File: src/rtl/riscv_pkg.sv
// Shared types for the RV32I pipeline hazard logic: forward select codes,
// shadow-pipeline stage tags and the forwarding priority helper.
package riscv_pkg;

  typedef enum logic [1:0] {
    FWD_RF = 2'b00,
    FWD_W  = 2'b01,
    FWD_M  = 2'b10
  } fwd_sel_t;

  localparam logic [1:0] RESULT_SRC_LOAD = 2'b01;

  typedef struct packed {
    logic [4:0] rd;
    logic       reg_write;
    logic       is_load;
  } stage_tag_t;

  // Snapshot of the whole shadow pipeline, exported for observation.
  typedef struct packed {
    stage_tag_t e;
    stage_tag_t m;
    stage_tag_t w;
    logic [4:0] rs1_e;
    logic [4:0] rs2_e;
  } shadow_t;

  // Select for an operand about to enter E: the youngest writer wins.
  function automatic fwd_sel_t fwd_pick(stage_tag_t e, stage_tag_t m, logic [4:0] src);
    if (e.reg_write && (e.rd != 5'd0) && (e.rd == src)) return FWD_M;
    if (m.reg_write && (m.rd != 5'd0) && (m.rd == src)) return FWD_W;
    return FWD_RF;
  endfunction

endpackage

File: src/rtl/sat_counter.sv
// Saturating up-counter with asynchronous active-high reset.
module sat_counter #(
  parameter int W = 16
) (
  input  logic         clk_i,
  input  logic         rst_i,
  input  logic         inc_i,
  output logic [W-1:0] count_o
);

  logic [W-1:0] count_q;
  logic [W-1:0] count_d;

  always_comb begin
    count_d = count_q;
    if (inc_i && (count_q != {W{1'b1}})) count_d = count_q + W'(1);
  end

  always_ff @(posedge clk_i or posedge rst_i) begin
    if (rst_i) count_q <= '0;
    else       count_q <= count_d;
  end

  assign count_o = count_q;

endmodule

File: src/rtl/hazard_scheduler.sv
// Hazard controller for the five-stage RV32I core: shadow E/M/W tags drive
// registered forward selects, load-use stalls, redirect flushes and counters.
module hazard_scheduler
  import riscv_pkg::*;
#(
  parameter int CNT_W = 16
) (
  input  logic             clk,
  input  logic             srst,
  input  logic [4:0]       rs1_d,
  input  logic [4:0]       rs2_d,
  input  logic [4:0]       rd_d,
  input  logic             reg_write_d,
  input  logic [1:0]       result_src_d,
  input  logic             pc_src_e,
  output logic [1:0]       forward_a_e,
  output logic [1:0]       forward_b_e,
  output logic             stall_f,
  output logic             stall_d,
  output logic             flush_d,
  output logic             flush_e,
  output logic [CNT_W-1:0] stall_count,
  output logic [CNT_W-1:0] flush_count,
  output shadow_t          dbg_shadow_o
);

  stage_tag_t tag_e_q, tag_e_d, tag_m_q, tag_w_q;
  logic [4:0] rs1_e_q, rs1_e_d, rs2_e_q, rs2_e_d;
  fwd_sel_t   fwd_a_q, fwd_a_d, fwd_b_q, fwd_b_d;
  logic       lw_stall;

  assign lw_stall = tag_e_q.is_load & tag_e_q.reg_write & (tag_e_q.rd != 5'd0) &
                    ((tag_e_q.rd == rs1_d) | (tag_e_q.rd == rs2_d));

  // Controls are masked during reset so a floating pc_src_e cannot leak out.
  assign flush_d = pc_src_e & ~srst;
  assign flush_e = (pc_src_e | lw_stall) & ~srst;
  assign stall_f = lw_stall & ~pc_src_e & ~srst;
  assign stall_d = stall_f;

  always_comb begin
    tag_e_d = '0;
    rs1_e_d = '0;
    rs2_e_d = '0;
    fwd_a_d = FWD_RF;
    fwd_b_d = FWD_RF;
    if (!flush_e) begin
      tag_e_d.rd        = rd_d;
      tag_e_d.reg_write = reg_write_d;
      tag_e_d.is_load   = (result_src_d == RESULT_SRC_LOAD);
      rs1_e_d           = rs1_d;
      rs2_e_d           = rs2_d;
      fwd_a_d           = fwd_pick(tag_e_q, tag_m_q, rs1_d);
      fwd_b_d           = fwd_pick(tag_e_q, tag_m_q, rs2_d);
    end
  end

  always_ff @(posedge clk or posedge srst) begin
    if (srst) begin
      tag_e_q <= '0;
      tag_m_q <= '0;
      tag_w_q <= '0;
      rs1_e_q <= '0;
      rs2_e_q <= '0;
      fwd_a_q <= FWD_RF;
      fwd_b_q <= FWD_RF;
    end else begin
      tag_w_q <= tag_m_q;
      tag_m_q <= tag_e_q;
      tag_e_q <= tag_e_d;
      rs1_e_q <= rs1_e_d;
      rs2_e_q <= rs2_e_d;
      fwd_a_q <= fwd_a_d;
      fwd_b_q <= fwd_b_d;
    end
  end

  assign forward_a_e = fwd_a_q;
  assign forward_b_e = fwd_b_q;

  assign dbg_shadow_o = '{e: tag_e_q, m: tag_m_q, w: tag_w_q, rs1_e: rs1_e_q, rs2_e: rs2_e_q};

  sat_counter #(.W(CNT_W)) u_stall_cnt (
    .clk_i   (clk),
    .rst_i   (srst),
    .inc_i   (stall_d),
    .count_o (stall_count)
  );

  sat_counter #(.W(CNT_W)) u_flush_cnt (
    .clk_i   (clk),
    .rst_i   (srst),
    .inc_i   (flush_d),
    .count_o (flush_count)
  );

endmodule

File: config.mk
export PLATFORM = sky130hd
export DESIGN_NAME = hazard_scheduler
export DESIGN_NICKNAME = d
export VERILOG_FILES = /design/src/rtl/riscv_pkg.sv /design/src/rtl/sat_counter.sv /design/src/rtl/hazard_scheduler.sv
export SDC_FILE = /design/constraint.sdc
export NUM_CORES = 1
export LEC_CHECK = 0
export ABC_AREA = 1
export CORE_ASPECT_RATIO = 2
export CORE_MARGIN = 5
export CORE_UTILIZATION = 43
export DETAILED_ROUTE_END_ITERATION = 10
export PLACE_DENSITY = 0.76
export SYNTH_ARGS = -nofsm -noshare
export SYNTH_HDL_FRONTEND = slang
export SYNTH_SLANG_ARGS = --single-unit
File: constraint.sdc
create_clock -name clk -period 2.2 [get_ports clk]
set_input_delay 0.44 -clock clk [delete_from_list [all_inputs] [get_ports clk]]
set_output_delay 0.44 -clock clk [all_outputs]
set_load 0.005 [all_outputs]
---- Word level (Yosys, flattened, before mapping) ----
Index checks and enable logic that the tools add are counted.
cells by class
  add/subtract/negate cells ............... 2
  multiplexer cells ....................... 23
  bitwise operators ....................... 11
  shift operators ......................... 0
  reductions and logical operators ........ 10
  multiply operators ...................... 0
  order comparisons ....................... 0
  equality and inequality tests ........... 7
  divide/modulo/power cells ............... 0
operator list
  cell                                                              number
  16-bit by 1-bit adder with 16-bit output (second input constant)  2
  16-bit != test (second input constant)                            2
  5-bit == test                                                     4
  2-bit two-way mux                                                 10
  1-bit two-way mux                                                 10
  5-bit two-way mux                                                 2
  5-bit nonzero test                                                2
  1-bit logical AND                                                 8
  1-bit bitwise AND                                                 7
  7-bit two-way mux                                                 1
  2-bit by 1-bit == test with 1-bit output (second input constant)  1
  1-bit NOT                                                         2
  1-bit OR                                                          2
word-level totals
  output and inout port bits .............. 71
  memory bits (read-only) ................. 0
  input bits .............................. 21
  memory bits (writable) .................. 0
  bits in registers ....................... 67
  latch bits .............................. 0
  memories kept ........................... 0
  logic and storage cells ................. 68

---- Depth between registers and ports, before layout ----
  word-level depth ........................ 11
  mapped depth ............................ 11
  mapped depth without buffers ............ 10

---- By module ----
A second synthesis with hierarchy kept.
second synthesis, totals
  cell total of the unflattened synthesis .. 451
  area, all modules ....................... 3592.2 um^2
by module, submodules not included
  module            area each (um^2)  times used  sequential area each (um^2)  cells an instance
  sat_counter       1069.8            2           400.4                        150
  hazard_scheduler  1452.6            1           875.8                        151

---- Worst setup path after synthesis ----
OpenSTA, ideal clock, no wires.
  path kind ............................... input to register
  from .................................... input srst
  to ...................................... register u_flush_cnt.count_q[13] (netlist: u_flush_cnt.count_o[13])
  stages .................................. 9
  setup time .............................. 0.117 ns
  buffers on the path ..................... 1
  data required time ...................... 2.083 ns
  setup slack ............................. -0.025 ns
  data arrival time ....................... 2.108 ns
  cells stage by stage .................... inv_2 nand2_1 inv_1 nand2_1 buf_4 nor2_1 nand2_1 nand2_1 nand2_1
between the ends
  cells in the longest elaborated chain, start to end .. 3
ends and longest elaborated chain
  what                  line                    RTL
  start, declared       hazard_scheduler.sv:9   input logic srst,
  1-bit NOT             hazard_scheduler.sv:36  assign flush_d = pc_src_e & ~srst;
  1-bit bitwise AND     hazard_scheduler.sv:36
  via flush_d           hazard_scheduler.sv:20  output logic flush_d,
  1-bit logical AND     sat_counter.sv:16       if (inc_i && (count_q != {W{1'b1}})) count_d = count_q + W'(1);
  end signal, assigned  sat_counter.sv:21       else count_q <= count_d;
  end, declared         sat_counter.sv:11       logic [W-1:0] count_q;
The timed path passes the listed nets, and every way through them passes these cells.
A chain may end at the register's enable or synchronous reset.

---- Worst setup path in the final report ----
  from .................................... input srst
  to ...................................... output flush_d
between the ends
  cells in the longest elaborated chain, start to end .. 2
ends and longest elaborated chain
  what               line
  1-bit NOT          hazard_scheduler.sv:36
  1-bit bitwise AND  hazard_scheduler.sv:36
  end, declared      hazard_scheduler.sv:20
Every way passes these cells.

==> flow_metrics.tcl <==
set metrics [dict create \
    status "finished clean" \
    grt_antenna_before_repair 0 \
    register_bit_count_reported_by_yosys 67 \
    clock-root-buffer "sky130_fd_sc_hd__clkbuf_16" \
    design_area_um2 4910 \
    drv_cap 0 \
    route.detailed.drc 0 \
    hold_path.class "register to register" \
    critPathLaunchType "primary input" \
    antenna_cells_inserted 0 \
    post_cts_hold_buffer_count 0 \
    report.final.hold_viol_count 0 \
    power.ir.vdd_worst_uv 601 \
    avgSynthCellArea_um2 8.55 \
    fin_skew_ps 4.31 \
    tritoncts "yes" \
    routabilityCongestion 0.886 \
    quantity_of_i_o_buffers_inserted_on_ports 91 \
    worst_setup_path_category "primary input to output port" \
    crit_fanout 4 \
    use_met3 0.0378 \
    critPathRequiredTime_ps 1760 \
    dr_total_vias 2949 \
    cts_made_buffers 9 \
    netlist_area_um2 3280 \
    synth_fp_nets 407 \
    layout.nets 541 \
    layout-drive-gt1-share 0.197 \
    worstSetupEndpointType "output port" \
    first_pass_grt_wire_length_um 14500 \
    place_area_um2 4490 \
    period_minus_slack_ps 2110 \
    antenna_violating_nets_post_route 0 \
    via_count_of_the_first_global_routing_pass 3025 \
    core_area_um2 7540 \
    p_leak_nw 2.34 \
    finalSetupViolCount 0 \
    place_hpwl_um 6530 \
    critPathArrivalTime_ps 1670 \
    grt_most_used_layer "met2" \
    ys_warn_count 0 \
    grt_usage 0.197 \
    syn-instance-count 384 \
    tightest_slew_ps 496 \
    dieWidth_um 71.8 \
    fmaxAchievable_mhz 474 \
    initial_core_util 0.435 \
    drt-initial-drc-count 246 \
    count_of_cells_along_the_worst_hold_path 0 \
    timing_max_transition_violations_final 0 \
    routed_wire_length_per_instance_um 14.4 \
    grt_max_degree 40 \
    htree_num_levels 3 \
    synth-seq-area-share 0.511 \
    worst_slew_margin_rel 0.669 \
    use_met2 0.354 \
    ios 92 \
    die_y_um 134 \
    grt_remaining_overflow 0 \
    syn_to_final_growth_pct 49.6 \
    area_enclosed_by_the_die_boundary_um2 9590 \
    placement_rows 45 \
    drtPass1Iterations 4 \
    use_met1 0.213 \
    post-route-period-util 0.958 \
    timing.reg2reg.worst_path_depth 10 \
    clk_path_buf_depth 2 \
    vias_per_cell 4.78 \
    cts.clk_slew.worst_paths_ps 50 \
    synth.distinct_cells 23 \
    clock_sink_count 67 \
    clock_insertion_delay_worst_skew_ps 330 \
    hold-worst-slack_ps 372 \
    power_density_nw_per_um2 717 \
    routed_wl_um 8890 \
    fin_setup_tns_ps 0 \
]
[flip-flops by register name, summed over array words and instances (netlist names)]
name,count
forward_b_e,2
forward_a_e,2
rs1_e_q,5
rs2_e_q,5
dbg_shadow_o,21
u_flush_cnt.count_o,16
u_stall_cnt.count_o,16
[report_power, final]
| part | switching (W) | internal, W | total (W) |
|---|---|---|---|
| logic | 0.000270 | 0.000361 | 0.000631 |
| clock network | 0.000533 | 0.000907 | 0.00144 |
| registers | 0.000112 | 0.00134 | 0.00145 |
[final cells by class]
cell class	count	area [µm²]
fill	634	2630
clock inverter	6	65.1
sequential	67	1680
clock buffer	10	239
inverter	46	176
timing repair buffer	130	1190
tap	94	118
multi-input combinational	264	1440
[worst max-delay path: stages]
cell and delay [ps]:
sky130_fd_sc_hd__clkdlybuf4s50_1 470, sky130_fd_sc_hd__inv_4 100, sky130_fd_sc_hd__nand2_2 90, sky130_fd_sc_hd__inv_2 70
sky130_fd_sc_hd__clkdlybuf4s50_1 490
[synth_stat cells]
cell type	instances	share of area
sky130_fd_sc_hd__nand2_1	110	0.13
sky130_fd_sc_hd__dfrtp_1	67	0.51
sky130_fd_sc_hd__nor2_1	49	0.056
sky130_fd_sc_hd__inv_1	38	0.043
sky130_fd_sc_hd__xor2_1	22	0.059
sky130_fd_sc_hd__xnor2_1	18	0.048
sky130_fd_sc_hd__nand3_1	17	0.026
sky130_fd_sc_hd__nor3_1	12	0.018
sky130_fd_sc_hd__nand2_2	10	0.019
sky130_fd_sc_hd__nand4_1	9	0.017
sky130_fd_sc_hd__inv_2	7	0.0080
sky130_fd_sc_hd__o21ai_0	5	0.0076
sky130_fd_sc_hd__nor2_2	4	0.0076
sky130_fd_sc_hd__buf_2	3	0.0046
sky130_fd_sc_hd__buf_4	3	0.0069
sky130_fd_sc_hd__ha_1	2	0.0076
sky130_fd_sc_hd__nand3_2	2	0.0061
sky130_fd_sc_hd__buf_12	1	0.0061
sky130_fd_sc_hd__clkinv_1	1	0.0011
sky130_fd_sc_hd__nand2_4	1	0.0034
sky130_fd_sc_hd__nand3_4	1	0.0053
sky130_fd_sc_hd__nand4_4	1	0.0065
sky130_fd_sc_hd__nor2_8	1	0.0061
[metal layers]
layer,up-vias,wire length (µm)
met2,94,4960
met5,-,0
met3,12,435
li1,1437,-
met4,0,188
met1,1406,3300
[cells by family after synthesis]
family          count (synthesis)  share of synthesized area
simple gates                  217                      0.297
flops                          67                      0.511
buf+inv                        53                     0.0701
xor+xnor                       40                      0.107
compound gates                  5                    0.00762
fa+ha+maj                       2                    0.00762
[cell usage in the layout (no fill, tap or decap), types with 12 or more instances in the layout]
cell type / Yosys / layout
sky130_fd_sc_hd__nand2_1: 110 / 105
sky130_fd_sc_hd__clkdlybuf4s50_1: 0 / 78
sky130_fd_sc_hd__dfrtp_1: 67 / 64
sky130_fd_sc_hd__nor2_1: 49 / 46
sky130_fd_sc_hd__buf_4: 3 / 37
sky130_fd_sc_hd__inv_1: 38 / 35
sky130_fd_sc_hd__xor2_1: 22 / 22
sky130_fd_sc_hd__nand3_1: 17 / 16
sky130_fd_sc_hd__xnor2_1: 18 / 16
sky130_fd_sc_hd__nand2_2: 10 / 15
sky130_fd_sc_hd__nor3_1: 12 / 12
[per-stage QoR]
step | setup WS [ps] | total power, W | std cells | utilization
4_1_cts | 2.39 | 0.00354 | 613 | 0.645
5_1_grt | -3.48 | 0.00369 | 617 | 0.651
3_3_place_gp | -465 | 0.00206 | 591 | 0.595
3_5_place_dp | -493 | 0.00207 | 591 | 0.595
2_1_floorplan | 323 | 0.00169 | 384 | -
6_report | 91.4 | 0.00352 | 617 | 0.651
[final timing paths]
| path | from | endpoint | slack (ps) |
|---|---|---|---|
| max reg2reg | dbg_shadow_o[26] | rs1_e_q[0] | 400 |
| min reg2reg | dbg_shadow_o[17] | dbg_shadow_o[10] | 370 |
| min | dbg_shadow_o[17] | dbg_shadow_o[10] | 370 |
| max in group asynchronous | srst | dbg_shadow_o[30] | 1160 |
| min in group asynchronous | srst | rs1_e_q[2] | 620 |
| max | srst | flush_d | 90 |
[timing repair]
item                       in CTS  in global routing
resized for setup              28                 15
setup buffers                   6                  4
pin swaps                       8                  8
setup endpoints to repair       3                  4
cloned                          0                  0
Power figures use the tool's default switching activity.
